==> config.mk <==
export PLATFORM = sky130hd
export DESIGN_NAME = rgmii_rx_capture
export DESIGN_NICKNAME = d
export VERILOG_FILES = /design/src/rtl/rgmii_pkg.sv /design/src/rtl/rgmii_rx_capture_ddr_in_cell.sv /design/src/rtl/rgmii_rx_capture.sv
export SDC_FILE = /design/constraint.sdc
export NUM_CORES = 1
export LEC_CHECK = 0
export BUFFER_PORTS_ARGS = -buffer_cell sky130_fd_sc_hd__buf_2
export CAP_MARGIN = 20
export CORE_MARGIN = 5
export CORE_UTILIZATION = 50
export CTS_BUF_LIST = sky130_fd_sc_hd__clkbuf_2 sky130_fd_sc_hd__clkbuf_4 sky130_fd_sc_hd__clkbuf_8
export DETAILED_ROUTE_END_ITERATION = 12
export GPL_TIMING_DRIVEN = 0
export PLACE_DENSITY = 0.76
export SETUP_SLACK_MARGIN = 0.2
export SKIP_LAST_GASP = 1
export SLEW_MARGIN = 30
export SYNTH_ARGS = -nofsm -noshare
export SYNTH_HDL_FRONTEND = slang
export SYNTH_SLANG_ARGS = --single-unit
==> constraint.sdc <==
create_clock -name rgmii_clk -period 1.6 [get_ports rgmii_clk]
set_input_delay 0.16 -clock rgmii_clk [delete_from_list [all_inputs] [get_ports rgmii_clk]]
set_output_delay 0.16 -clock rgmii_clk [all_outputs]
set_load 0.02 [all_outputs]
==> src/rtl/rgmii_pkg.sv <==
// Shared definitions for the RGMII receive front end.
//   DELAY_STEP_MAX : largest delay-line step the receive clock delay accepts
//   bin2gray       : binary to reflected gray code, 8 bits
//   clamp_step     : clamps a signed step request into 0..DELAY_STEP_MAX
package rgmii_pkg;

  localparam int DELAY_STEP_MAX = 247;

  // Gray coding keeps the delay-line control word single-bit-changing
  // between neighbouring steps.
  function automatic logic [7:0] bin2gray(input logic [7:0] bin);
    return bin ^ (bin >> 1);
  endfunction

  // The binary request plus a signed trim can leave the legal range in
  // either direction, so it is pinned to the nearest valid step.
  function automatic logic [7:0] clamp_step(input int step);
    logic [7:0] result;
    if (step < 0)
      result = 8'd0;
    else if (step > DELAY_STEP_MAX)
      result = 8'(DELAY_STEP_MAX);
    else
      result = step[7:0];
    return result;
  endfunction

endpackage

==> src/rtl/rgmii_rx_capture_ddr_in_cell.sv <==
// One-bit dual-edge input capture for RGMII receive.
//   i_clk   : buffered RGMII receive clock, both edges used
//   i_rst_n : asynchronous active-low reset
//   i_d     : pad bit after input buffer
//   o_rise  : bit sampled on the rising edge, re-timed to the next rising edge
//   o_fall  : bit sampled on the following falling edge, re-timed to the same
//             rising edge so the two halves leave the cell as one pair
module ddr_in_cell
  import rgmii_pkg::*;
(
  input  logic i_clk,
  input  logic i_rst_n,
  input  logic i_d,
  output logic o_rise,
  output logic o_fall
);

  logic r_rise;
  logic r_fall;
  logic r_pairRise;
  logic r_pairFall;

  // Rising-edge capture of the first half of the DDR bit.
  always_ff @(posedge i_clk or negedge i_rst_n) begin
    if (!i_rst_n)
      r_rise <= 1'b0;
    else
      r_rise <= i_d;
  end

  // Falling-edge capture of the second half; cleared by reset like every
  // other stage so no stale half-nibble survives a reset.
  always_ff @(negedge i_clk or negedge i_rst_n) begin
    if (!i_rst_n)
      r_fall <= 1'b0;
    else
      r_fall <= i_d;
  end

  // Pair stage: both halves move into the rising-edge domain together.
  always_ff @(posedge i_clk or negedge i_rst_n) begin
    if (!i_rst_n) begin
      r_pairRise <= 1'b0;
      r_pairFall <= 1'b0;
    end else begin
      r_pairRise <= r_rise;
      r_pairFall <= r_fall;
    end
  end

  assign o_rise = r_pairRise;
  assign o_fall = r_pairFall;

endmodule

==> src/rtl/rgmii_rx_capture.sv <==
// RGMII receive capture: rebuilds GMII byte/valid/error from DDR pads and
// provides a lock flag and gray-coded delay word for the RX clock delay line.
//   rgmii_clk         : buffered RGMII receive clock (both edges used)
//   rst_n             : asynchronous active-low reset
//   rgmii_rx_ctl      : RX_CTL pad
//   rgmii_rxd[3:0]    : RXD pads
//   mac_rx_data[7:0]  : GMII receive byte (low nibble = rising-edge nibble)
//   mac_rx_data_valid : GMII RX_DV
//   mac_rx_error      : GMII RX_ER
//   dll_lock          : high once LOCK_CYCLES rising edges have passed
//   delay_step_gray   : gray-coded delay step, 0 until locked
module rgmii_rx_capture
  import rgmii_pkg::*;
#(
  parameter logic [7:0] DELAY_STEP_BIN    = 8'hA0,
  parameter int         DELAY_STEP_OFFSET = 0,
  parameter int         LOCK_CYCLES       = 16
) (
  input  logic       rgmii_clk,
  input  logic       rst_n,
  input  logic       rgmii_rx_ctl,
  input  logic [3:0] rgmii_rxd,
  output logic [7:0] mac_rx_data,
  output logic       mac_rx_data_valid,
  output logic       mac_rx_error,
  output logic       dll_lock,
  output logic [7:0] delay_step_gray
);

  localparam logic [7:0] STEP_GRAY  =
    bin2gray(clamp_step(int'(DELAY_STEP_BIN) + DELAY_STEP_OFFSET));
  localparam logic [7:0] LOCK_COUNT = 8'(LOCK_CYCLES);

  logic [3:0] w_riseD;
  logic [3:0] w_fallD;
  logic       w_ctlRise;
  logic       w_ctlFall;
  logic [7:0] w_pairData;
  logic       w_pairDv;
  logic       w_pairEr;
  logic [7:0] w_cntNext;
  logic       w_lockNext;

  logic [7:0] r_cnt;
  logic       r_lock;
  logic [7:0] r_gray;
  logic [7:0] r_data;
  logic       r_dv;
  logic       r_er;

  // One DDR cell per data pad; together they deliver a nibble pair per cycle.
  for (genvar g = 0; g < 4; g++) begin : gen_rxd
    ddr_in_cell u_cell (
      .i_clk   (rgmii_clk),
      .i_rst_n (rst_n),
      .i_d     (rgmii_rxd[g]),
      .o_rise  (w_riseD[g]),
      .o_fall  (w_fallD[g])
    );
  end

  ddr_in_cell u_ctlCell (
    .i_clk   (rgmii_clk),
    .i_rst_n (rst_n),
    .i_d     (rgmii_rx_ctl),
    .o_rise  (w_ctlRise),
    .o_fall  (w_ctlFall)
  );

  // RGMII carries DV on the rising edge and DV XOR ER on the falling edge.
  assign w_pairData = {w_fallD, w_riseD};
  assign w_pairDv   = w_ctlRise;
  assign w_pairEr   = w_ctlRise ^ w_ctlFall;

  // Lock asserts on the edge where the saturating count reaches LOCK_COUNT
  // and is then held until reset.
  assign w_cntNext  = (r_cnt == 8'hFF) ? r_cnt : r_cnt + 8'd1;
  assign w_lockNext = r_lock | (w_cntNext >= LOCK_COUNT);

  // Lock counter, lock flag and delay word; the delay word switches on the
  // same edge as the lock flag so the delay line sees both together.
  always_ff @(posedge rgmii_clk or negedge rst_n) begin
    if (!rst_n) begin
      r_cnt  <= 8'd0;
      r_lock <= 1'b0;
      r_gray <= 8'd0;
    end else begin
      r_cnt  <= w_cntNext;
      r_lock <= w_lockNext;
      r_gray <= w_lockNext ? STEP_GRAY : 8'd0;
    end
  end

  // Output register; loads are forced to zero until the lock flag is
  // already high, so pairs captured during lock-up never reach the MAC.
  always_ff @(posedge rgmii_clk or negedge rst_n) begin
    if (!rst_n) begin
      r_data <= 8'd0;
      r_dv   <= 1'b0;
      r_er   <= 1'b0;
    end else if (r_lock) begin
      r_data <= w_pairData;
      r_dv   <= w_pairDv;
      r_er   <= w_pairEr;
    end else begin
      r_data <= 8'd0;
      r_dv   <= 1'b0;
      r_er   <= 1'b0;
    end
  end

  assign mac_rx_data       = r_data;
  assign mac_rx_data_valid = r_dv;
  assign mac_rx_error      = r_er;
  assign dll_lock          = r_lock;
  assign delay_step_gray   = r_gray;

endmodule

==> flow_summary.toml <==
[global_route]
antenna_found_initial = 0
grt_first_pass_wirelength_um = 3350
largest_net_degree_at_the_start_of_global_routing = 40
globalRouteOverflowTotal = 0
first_global_vias = 747
grt_util_all_layers_pct = 13.2

[power]
vdd_drop_max_mv = 0.727
leakagePower_uw = 0.000760
power_uw = 1640
power.density_mw_per_mm2 = 998

[timing]
setup-violations-final = 1
grt_setup_unrepaired = "yes"
timing.final.hold_violations = 0
max_freq_mhz = 622
finalHoldWorstSlack_ns = 0.306
setup_ws_ns = -0.00717
finalCriticalPeriod_ns = 1.61
slew_viol_final = 0
post-route-period-util_pct = 100
final.setup_skew_ns = 0.0127

[drt]
totalWireLength_um = 2090
dr_total_vias = 771
postRouteAntennaNets = 0
drc_errors = 0
vias_per_cell = 4.88
drt_iter0_drc = 27
drt_pre_antenna_iters = 4
route.detailed.wl_per_inst_um = 13.2

[die]
fp-row-count = 18
floorplan.core_area_mm2 = 0.00250
num_io_pins = 26
die_width_um = 61.1
die-height_um = 61.1
design.die.area_mm2 = 0.00374
initial_core_util_pct = 52.3

[critical_path]
ff2ff_path_depth = 4
crit_required_ns = 1.81
worstSetupPathType = "reg2reg"
cp_max_fo = 6
critical_path.startpoint_type = "flip-flop"
crit_arrival_ns = 1.82
endpoint_kind = "flip-flop"

[clocking]
cts.htree.levels = 2
tritoncts.num_buffers = 5
clkLatencyLatePin_ns = 0.33
cts_tree = "done"
worst_setup_hold_path_clk_slew_ns = 0.10
clock-root-buffer = "clkbuf_4"
ctsLongestPathBuffers = 2
cts_sinks = 39

[final_layout]
areaGrowthSynthToFinish_pct = 26.0
antenna_cells_inserted = 0
num-nets-final = 135
layout-drive-gt1-share_pct = 39.8

[worst_hold_path]
timing.hold.worst.class = "in2async"

[synthesis]
synthCells = 86
syn_avg_cell_area_um2 = 15.2
synthDistinctLibCells = 23
ys_async_sr_fraction_pct = 100
synth-seq-area-share_pct = 74.6
synthFlopType = "dfrtp_1"
yosys_warnings = 0
synth_enable_flop_cells = 0
flops_latches_synth = 39
synth.cell_area_mm2 = 0.00131

[place]
placement.io_buffers = 21
place.gp.congestion = 0.676

[flow_run]
drv_cap = 0

[outcome]
result_of_the_run = "finished with violations"
failing_checks = "setup timing"
Yosys cell counts, types with 2 or more instances:
master	instances	area (um^2)
dfrtp_1	34	851
and2_1	10	62.6
buf_4	8	60.1
a21oi_1	5	25.0
dfrtn_1	5	125
nand3_1	3	15.0
a31oi_1	2	12.5
and3_4	2	22.5
o21a_1	2	15.0
xor2_1	2	17.5
layout by cell type, fill, tap and decap left out, drive strengths merged:
cell / synthesis / layout
dfrtp: 34 / 34
buf: 8 / 33
and2: 10 / 10
clkbuf: 1 / 9
dlygate4sd3: 0 / 6
dfrtn: 5 / 5
a21oi: 5 / 5
conb: 1 / 4
nand3: 3 / 3
a31oi: 2 / 2
and3: 2 / 2
o21a: 2 / 2
xor2: 2 / 2
and4: 2 / 2
and2b: 1 / 1
inv: 1 / 1
a41oi: 1 / 1
mux2i: 1 / 1
nand2b: 1 / 1
mux2: 1 / 1
nor2: 1 / 1
or4b: 1 / 1
ha: 1 / 1
cells by family after synthesis:
logic type	after synthesis	synth area share, %
AND/OR/NAND/NOR	21	11.3
buffers and inverters	10	5.17
multiplexers	2	1.63
adder cells (fa/ha/maj)	1	0.957
flip-flops	39	74.6
AO/OA/AOI/OAI	10	4.69
other	1	0.287
XOR/XNOR	2	1.34
final timing paths:
kind / from / end / slack [ns]
setup / recovery: r_cnt[2]$_DFF_PN0_ / delay_step_gray[6]$_DFF_PN0_ / -0.007
hold / removal: rst_n / u_ctlCell.r_rise$_DFF_PN0_ / 0.31
setup reg to reg: r_cnt[2]$_DFF_PN0_ / delay_step_gray[6]$_DFF_PN0_ / -0.007
hold reg to reg: gen_rxd[2].u_cell.r_rise$_DFF_PN0_ / gen_rxd[2].u_cell.o_rise$_DFF_PN0_ / 0.35
max in group asynchronous: rst_n / gen_rxd[1].u_cell.r_fall$_DFF_NN0_ / 0.13
min in group rgmii_clk: gen_rxd[2].u_cell.r_rise$_DFF_PN0_ / gen_rxd[2].u_cell.o_rise$_DFF_PN0_ / 0.35
cell type report:
class,count,area [um^2]
timing repair buffer,31,208
clock buffer,8,60.1
multi-input combinational,40,297
fill,195,852
inverter,1,3.75
tap,30,37.5
sequential,39,978
buffer,9,63.8
metrics by stage:
step,utilization [%],cell area (um^2),setup WS (ns),TNS [ns],std cells
2_1_floorplan,-,1340,0.0898,0,89
3_3_place_gp,59.2,1480,0.0264,0,140
3_5_place_dp,59.2,1480,-0.0164,-0.0164,140
4_1_cts,64.4,1610,0.0132,0,155
5_1_grt,65.9,1650,-0.0681,-0.0681,158
6_report,65.9,1650,-0.00717,-0.00717,158
critical path, stage by stage, from the launching register on:
cell	delay, ns
dfrtp_2	0.46
and3_4	0.20
and3_4	0.18
mux2i_1	0.13
or4b_1	0.51
where the power goes:
| group | switching, uW | internal (uW) | leakage (uW) | total, uW |
|---|---|---|---|---|
| clock | 279 | 226 | 0.0000368 | 505 |
| combinational | 60.1 | 43.8 | 0.000271 | 104 |
| sequential | 10.6 | 1030 | 0.000452 | 1040 |
flip-flops by register name, summed over array words and instances, names as in the netlist, 4 cells and up:
name and count:
gen_rxd.u_cell.r_rise 4, gen_rxd.u_cell.o_rise 4, gen_rxd.u_cell.r_fall 4, mac_rx_data 8
r_cnt 8, gen_rxd.u_cell.o_fall 4
what timing repair did:
| item | CTS | global route |
|---|---|---|
| hold endpoints to repair | 39 | 34 |
| hold buffers | 5 | 1 |
| gates cloned | 0 | 0 |
| resized for setup | 2 | 1 |
| pin swaps | 1 | 1 |
| setup buffers | 2 | 1 |
| setup endpoints to repair | 2 | 2 |
metal layers:
metal	global-route usage [%]	up-vias	part of all wire (%)
met5	0	-	0
met4	9.91	0	2.1
met3	4.40	6	8.5
met2	19.5	32	48
met1	16.0	374	42
li1	-	359	-
(Power assumes the default switching activity.)
